--- config.mk ---
export PLATFORM = sky130hd
export DESIGN_NAME = sweep_sequencer
export DESIGN_NICKNAME = d
export VERILOG_FILES = /design/src/rtl/sweep_sequencer_pkg.sv /design/src/rtl/sweep_rev_detect.sv /design/src/rtl/sweep_sequencer.sv
export SDC_FILE = /design/constraint.sdc
export NUM_CORES = 1
export LEC_CHECK = 0
export ABC_AREA = 1
export BUFFER_PORTS_ARGS = -buffer_cell sky130_fd_sc_hd__buf_4
export CAP_MARGIN = 10
export CORE_UTILIZATION = 35
export CTS_BUF_LIST = sky130_fd_sc_hd__clkbuf_4
export DETAILED_ROUTE_END_ITERATION = 8
export PLACE_DENSITY = 0.64
export SLEW_MARGIN = 20
export SYNTH_ARGS = -nofsm -noshare
export SYNTH_HDL_FRONTEND = slang
export SYNTH_SLANG_ARGS = --single-unit
export TNS_END_PERCENT = 30
--- constraint.sdc ---
create_clock -name clk -period 6.8 [get_ports clk]
set_input_delay 0.68 -clock clk [delete_from_list [all_inputs] [get_ports clk]]
set_output_delay 0.68 -clock clk [all_outputs]
set_load 0.03 [all_outputs]
--- src/rtl/sweep_sequencer_pkg.sv ---
// Shared definitions for the sweep sequencer: default widths and FSM state codes.
package sweep_pkg;

  localparam int DEF_W      = 16;
  localparam int DEF_NREV_W = 8;

  typedef logic [1:0] state_t;

  localparam state_t S_IDLE = 2'd0;
  localparam state_t S_LOAD = 2'd1;
  localparam state_t S_RUN  = 2'd2;
  localparam state_t S_PARK = 2'd3;

endpackage

--- src/rtl/sweep_rev_detect.sv ---
// Watches the bounce counter output and flags each change of counting direction.
// A repeated value (the settle cycle right after a load) is ignored, and the
// very first movement only establishes a direction, so it never counts.
module sweep_rev_detect
  import sweep_pkg::*;
#(
  parameter int W = DEF_W
) (
  input  logic         clk,
  input  logic         rstn,
  input  logic         clear,
  input  logic         enable,
  input  logic [W-1:0] start_val,
  input  logic [W-1:0] count,
  output logic         rev
);

  logic [W-1:0] prev_count;
  logic         last_up;
  logic         dir_valid;
  logic         moved;
  logic         up;

  assign moved = (count != prev_count);
  assign up    = (count > prev_count);
  assign rev   = enable && moved && dir_valid && (up != last_up);

  // Track the previous sample and the last seen direction; clear re-seeds from the start value.
  always_ff @(posedge clk or negedge rstn) begin
    if (!rstn) begin
      prev_count <= '0;
      last_up    <= 1'b0;
      dir_valid  <= 1'b0;
    end else if (clear) begin
      prev_count <= start_val;
      dir_valid  <= 1'b0;
    end else if (enable && moved) begin
      prev_count <= count;
      last_up    <= up;
      dir_valid  <= 1'b1;
    end
  end

endmodule

--- src/rtl/sweep_sequencer.sv ---
// Sweep sequencer: accepts a sweep profile, loads it into a free-running bounce
// counter, counts direction reversals and parks the counter when the programmed
// number of reversals is reached or the sweep is aborted.
module sweep_sequencer
  import sweep_pkg::*;
#(
  parameter int W      = DEF_W,
  parameter int NREV_W = DEF_NREV_W
) (
  input  logic              clk,
  input  logic              rstn,
  input  logic              start_valid,
  output logic              start_ready,
  input  logic [W-1:0]      cfg_start,
  input  logic [W-1:0]      cfg_upper,
  input  logic [W-1:0]      cfg_lower,
  input  logic [NREV_W-1:0] cfg_nrev,
  input  logic [W-1:0]      park_val,
  input  logic              abort,
  output logic [W-1:0]      cnt_data,
  output logic [W-1:0]      cnt_upper,
  output logic [W-1:0]      cnt_lower,
  output logic              cnt_load,
  input  logic [W-1:0]      cnt_count,
  output logic              busy,
  output logic              done,
  output logic              aborted,
  output logic              cfg_err,
  output logic [NREV_W-1:0] rev_cnt
);

  state_t            state;
  state_t            next_state;
  logic [NREV_W-1:0] nrev;
  logic              offered;
  logic              accept;
  logic              reject;
  logic              rev;
  logic              final_rev;
  logic              sweeping;
  logic              det_clear;
  logic              det_enable;

  assign offered    = (state == S_IDLE) && start_valid;
  assign accept     = offered && (cfg_lower <= cfg_upper);
  assign reject     = offered && (cfg_lower > cfg_upper);
  assign final_rev  = rev && ((rev_cnt + NREV_W'(1)) == nrev);
  assign sweeping   = (state == S_LOAD) || (state == S_RUN);
  assign det_clear  = (state == S_LOAD);
  assign det_enable = (state == S_RUN);

  // The detector is re-seeded from cnt_data, which holds the captured start value during LOAD.
  sweep_rev_detect #(.W(W)) u_rev_detect (
    .clk       (clk),
    .rstn      (rstn),
    .clear     (det_clear),
    .enable    (det_enable),
    .start_val (cnt_data),
    .count     (cnt_count),
    .rev       (rev)
  );

  // Next-state decision; abort wins over normal progress in LOAD and RUN.
  always_comb begin
    next_state = state;
    case (state)
      S_IDLE:  if (accept) next_state = S_LOAD;
      S_LOAD:  next_state = (abort || (nrev == '0)) ? S_PARK : S_RUN;
      S_RUN:   if (abort || final_rev) next_state = S_PARK;
      S_PARK:  next_state = S_IDLE;
      default: next_state = S_IDLE;
    endcase
  end

  // State and status flags are registered from the state being entered so they line up with it.
  always_ff @(posedge clk or negedge rstn) begin
    if (!rstn) begin
      state       <= S_IDLE;
      start_ready <= 1'b1;
      busy        <= 1'b0;
      cnt_load    <= 1'b1;
      done        <= 1'b0;
      aborted     <= 1'b0;
      cfg_err     <= 1'b0;
    end else begin
      state       <= next_state;
      start_ready <= (next_state == S_IDLE);
      busy        <= (next_state != S_IDLE);
      cnt_load    <= (next_state != S_RUN);
      done        <= (next_state == S_PARK);
      aborted     <= sweeping && abort;
      cfg_err     <= reject;
    end
  end

  // Counter data: park value while idle or parking, start value for the load cycle, don't-care in RUN.
  always_ff @(posedge clk or negedge rstn) begin
    if (!rstn) begin
      cnt_data <= '0;
    end else begin
      case (next_state)
        S_LOAD:  cnt_data <= cfg_start;
        S_RUN:   cnt_data <= cnt_data;
        default: cnt_data <= park_val;
      endcase
    end
  end

  // Profile capture on an accepted handshake, plus the reversal count for the running sweep.
  always_ff @(posedge clk or negedge rstn) begin
    if (!rstn) begin
      cnt_upper <= '1;
      cnt_lower <= '0;
      nrev      <= '0;
      rev_cnt   <= '0;
    end else if (accept) begin
      cnt_upper <= cfg_upper;
      cnt_lower <= cfg_lower;
      nrev      <= cfg_nrev;
      rev_cnt   <= '0;
    end else if (det_enable && rev) begin
      rev_cnt   <= rev_cnt + NREV_W'(1);
    end
  end

endmodule
-- Word-level counts from Yosys, hierarchy flattened
Cells that the tools add are included.
- reduce and logical (&&, ||, !) cells: 19
- order comparisons: 3
- multiplexer cells: 11
- eq/ne operators: 10
- $add $sub $neg: 1
- bitwise gates (word level): 1
- operators with widths (kind ; number):
    16-bit > comparator ; 2
    16-bit 2-to-1 mux ; 2
    16-bit case mux with 2 select lines ; 1
    16-bit <= comparator ; 1
    8-bit 2-to-1 mux ; 2
    16-bit != test ; 1
    1-bit logical AND ; 9
    8-bit by 1-bit adder with 8-bit output, second input constant ; 1
    2-bit == test, second input constant ; 4
    8-bit == test ; 1
    8-bit logical NOT ; 1
    2-bit case mux with 4 select lines ; 1
    2-bit nonzero test ; 3
    2-bit by 1-bit == test with 1-bit output, second input constant ; 2
    2-bit logical NOT ; 2
    2-bit 2-to-1 mux ; 2
    1-bit logical OR ; 3
    1-bit 2-to-1 mux ; 3
    2-bit != test, second input constant ; 1
    2-bit AND reduction ; 1
    1-bit != test ; 1
    1-bit NOT ; 1
- input bits: 92
- register bits after elaboration: 90
- output and inout port bits: 62
- word-level logic and storage cells: 60

-- Logic depth before layout (Yosys ltp)
- word-level depth: 10
- depth in mapped cells: 24
- gate-level depth less buffers: 22

-- Hierarchy
From an unflattened synthesis, not the netlist that was laid out.
- cell total of the unflattened synthesis: 638
- area total of the unflattened synthesis: 5246.3 um^2
- by module, submodules not included (module ; area each (um^2) ; sequential area each (um^2) ; cells each ; times used):
    sweep_sequencer ; 3812.4 ; 1824.2 ; 472 ; 1
    sweep_rev_detect ; 1433.9 ; 450.4 ; 166 ; 1

-- Worst setup path after synthesis
OpenSTA, ideal clock, no wires.
- kind: in2reg
- from: input port cnt_count[15]
- to: register cnt_data[11]
- library setup time: 0.116 ns
- required time: 6.684 ns
- cell stages on the path: 18
- setup slack: 4.248 ns
- data arrival time: 2.435 ns
- path buffers: 2
- cell sequence: ha_1 -> nand2_1 -> nor2_1 -> nand4_1 -> nor2_1 -> inv_1 -> nand3_1 -> nand4_1 -> nand2_1 -> nand2_2 -> nand2_4 -> nand2_4 -> buf_6 -> buf_8 -> nand3_2 -> nand2_1 -> inv_1 -> nand2_1
- cells in the longest elaborated chain, start to end: 10
- elaborated cells between the ends (all ways): 13
- classes of those cells: order compare (1); eq/ne (4); mux (3); reduce/logical (5)
- RTL lines (item ; RTL line ; text):
    from (decl) ; sweep_sequencer.sv:24 ; input logic [W-1:0] cnt_count,
    branches (longest 3 deep; another with 16-bit > comparator) ; n/a ;
    1-bit logical AND * ; sweep_rev_detect.sv:26 ; assign rev = enable && moved && dir_valid && (up != last_up);
    1-bit logical AND * ; sweep_sequencer.sv:47 ; assign final_rev = rev && ((rev_cnt + NREV_W'(1)) == nrev);
    1-bit logical OR * ; sweep_sequencer.sv:69 ; S_RUN: if (abort || final_rev) next_state = S_PARK;
    2-bit 2-to-1 mux * ; sweep_sequencer.sv:69 ;
    2-bit case mux with 4 select lines * ; sweep_sequencer.sv:66 ; case (state)
    2-bit == test or 2-bit by 1-bit == test with 1-bit output (tied branches) ; sweep_sequencer.sv:101 ; case (next_state)
    16-bit case mux with 2 select lines ; sweep_sequencer.sv:101 ;
    to (signal assigned) ; sweep_sequencer.sv:102 ; S_LOAD: cnt_data <= cfg_start;
    to (signal assigned) ; sweep_sequencer.sv:103 ; S_RUN: cnt_data <= cnt_data;
    to (signal assigned) ; sweep_sequencer.sv:104 ; default: cnt_data <= park_val;
    to (decl) ; sweep_sequencer.sv:20 ; output logic [W-1:0] cnt_data,
Every way passes the cells marked *.
A chain may end at the register's enable or synchronous reset.

-- Final worst setup path
- from: register state[1]
- to: register cnt_data[14]
- cells in the longest elaborated chain, start to end: 10
- elaborated cells between the ends (all ways): 17
- classes of those cells: eq/ne (5); mux (4); reduce/logical (8)
- RTL lines (item ; RTL line ; text):
    from (decl) ; sweep_sequencer.sv:32 ; state_t state;
    from (signal assigned) ; sweep_sequencer.sv:86 ; state <= next_state;
    2-bit == test ; sweep_sequencer.sv:50, sweep_sequencer.sv:66 ;
    1-bit logical AND (3 in a row) ; sweep_rev_detect.sv:26 ;
    1-bit logical AND ; sweep_sequencer.sv:47 ;
    1-bit logical OR ; sweep_sequencer.sv:69 ;
    2-bit 2-to-1 mux ; sweep_sequencer.sv:69 ;
    2-bit case mux with 4 select lines * ; sweep_sequencer.sv:66 ;
    2-bit == test or 2-bit by 1-bit == test with 1-bit output (tied branches) ; sweep_sequencer.sv:101 ;
    16-bit case mux with 2 select lines ; sweep_sequencer.sv:101 ;
Mark *: on every way between the ends. The rest lies on a longest branch, timed or not.

==> impl_metrics.tcl <==
set metrics [dict create \
    period_share_pct 46.7 \
    max_freq_mhz 315 \
    fin_nets 854 \
    grt_pass1_wl_um 21400 \
    netlist_area_sq_um 4990 \
    cts_max_path_buffers 2 \
    setup_viol 0 \
    grt_max_degree 69 \
    slew_headroom_pct 44.2 \
    worstSkewPairLatency_ns 0.43 \
    worstPathArrival_ns 3.55 \
    avgSynthCellArea_sq_um 8.60 \
    yosysWarnings 0 \
    finalPower_mw 3.16 \
    drt_iter0_drc 193 \
    die_x_um 121 \
    fin_ws_ns 3.62 \
    layout_commonest_cell "buf_4" \
    routed_via_density 4.86 \
    max_cap_violations 0 \
    postLayoutCellArea_sq_um 6430 \
    cp-start-kind "register" \
    finish.utilization_pct 46.3 \
    finalWirelength_um 12800 \
    grt_overflow 0 \
    first_global_vias 4474 \
    seq_area_frac_synth_pct 45.6 \
    root_buffer "clkbuf_4" \
    dieHeight_um 121 \
    synth.net_count 709 \
    cts_setup_buffers 0 \
    final_cell_mix "buf_4 (155), nand2_1 (127), inv_1 (76), dfrtp_1 (72), nand3_1 (60)" \
    syn2layout_area_growth_pct 28.9 \
    cellLeakagePower_nw 3.29 \
    synth_seq_cells 90 \
    hold_buffers 0 \
    grt_setup_unrepaired "no" \
    status "finished clean" \
    vias 4422 \
    placed_area_sq_um 6270 \
    endpoint_kind "register" \
    numCtsBuffers 9 \
    ant_nets 0 \
    drcViolationCount 0 \
    cts_tree "done" \
    min_period_ns 3.18 \
    track_usage_pct 18.6 \
    path_class "register to register" \
    h-tree-depth 3 \
    setup_tns_ns 0 \
    crit_path_start "state[1]" \
    skew_ns 0.0120 \
    syn_inst 580 \
    portBuffers 153 \
    design.die.area_sq_um 14700 \
    cts.repair.resized 0 \
    crit_required_ns 7.17 \
    place_hpwl_um 9940 \
    post-place-ws_ns 3.43 \
    crit_fanout 20 \
    cts_sinks 90 \
    p_per_area_nw_per_um2 492 \
    hold_path_class "input pin to asynchronous set/reset pin" \
    first_pass_iters 4 \
    layout-drive-gt1-share_pct 30.5 \
    antennaDiodeCount 0 \
    yosysUniqueCellTypes 34 \
    hold_viol 0 \
    timing.rr.start "state[1]" \
    num_rows 43 \
    core_area_sq_um 13900 \
    io_pins 154 \
    start_util_pct 35.9 \
    path_clk_slew_ns 0.14 \
    place.gp.congestion 0.823 \
    routedWlPerCell_um 14.1 \
    vdd_drop_max_mv 0.265 \
    worst_slew_pin_slew_ns 0.837 \
    drv_slew 0 \
    antenna_found_initial 0 \
]
stage by stage:
| stage | hold WS [ns] | std cells |
|---|---|---|
| 2_1_floorplan | 0.384 | 580 |
| 3_3_place_gp | 0.469 | 894 |
| 3_5_place_dp | 0.477 | 894 |
| 4_1_cts | 0.141 | 910 |
| 5_1_grt | 0.144 | 910 |
| 6_report | 0.163 | 910 |
synth_stat cells, drive strengths merged:
library cell,n,area share [%]
a211oi,1,0.15
a21o,1,0.15
a21oi,21,2.1
buf,9,1.3
clkbuf,12,0.90
clkinv,5,0.38
dfrtp,72,36
dfstp,18,9.5
ha,37,9.3
inv,76,5.7
mux2,18,4.1
nand2,132,10
nand3,70,7.9
nand4,23,2.9
nor2,30,2.5
nor3,3,0.30
nor4,2,0.25
o211ai,16,2.4
o21a,1,0.15
o21ai,25,2.5
o21bai,1,0.15
o22ai,5,0.63
xnor2,1,0.18
xor2,1,0.18
cell families after synthesis:
kind of cell / count (synthesis) / share of synthesized area [%]
AOI/OAI and AO/OA: 71 / 8.25
muxes: 18 / 4.06
DFF: 90 / 45.6
xor gates and xnor gates: 2 / 0.351
adders and majority gates: 37 / 9.28
buffers and inverters: 102 / 8.25
and+or+nand+nor: 260 / 24.2
area by class of cell:
cell class | instances | area (sq um)
fill | 1369 | 7450
multi-input combinational | 388 | 2310
sequential | 90 | 2270
timing repair buffer | 155 | 1160
inverter | 81 | 304
tap | 180 | 225
clock inverter | 6 | 81.3
clock buffer | 10 | 75.1
report_power, final:
group          internal, mW  switching, mW  leakage [nW]
Sequential            0.835          0.181          1.06
Clock                 0.151          0.179        0.0838
Combinational         0.643           1.17          2.15
Total                  1.63           1.53          3.29
worst max-delay path: stages, from the launching register on:
cell	delay [ns]
dfrtp_1	0.41
inv_1	0.10
ha_1	0.63
clkinv_1	0.67
nor2_1	0.24
nor2_1	0.09
nand2_4	0.20
nand2_4	0.21
nand2_2	0.32
nand3_1	0.14
nand2_1	0.09
state kept, by name (all words and copies together) (netlist names):
| signal | cells |
|---|---|
| cnt_upper | 16 |
| rev_cnt | 8 |
| u_rev_detect.prev_count | 16 |
| start_ready | 1 |
| cnt_load | 1 |
| cfg_err | 1 |
| cnt_lower | 16 |
| cnt_data | 16 |
| aborted | 1 |
| state | 2 |
| nrev | 8 |
| done | 1 |
| busy | 1 |
| u_rev_detect.dir_valid | 1 |
| u_rev_detect.last_up | 1 |
worst paths after layout:
kind | slack [ns] | endpoint | cells past startpoint
worst max-delay path | 3.62 | cnt_data[14] | 10
worst min-delay path | 0.16 | done | 1
worst max register to register | 3.62 | cnt_data[14] | 10
worst min register to register | 0.50 | cnt_lower[0] | 2
max in group asynchronous | 5.55 | u_rev_detect.prev_count[5] | 2
min in group clk | 0.47 | cnt_data[5] | 3
layer usage:
layer / vias up / GRT usage [%] / routed length, um
met2: 148 / 31.5 / 6290
li1: 2219 / - / -
met5: - / 0 / 0
met3: 13 / 4.32 / 814
met1: 2042 / 23.3 / 5610
met4: 0 / 5.48 / 131
(Power assumes the default switching activity.)
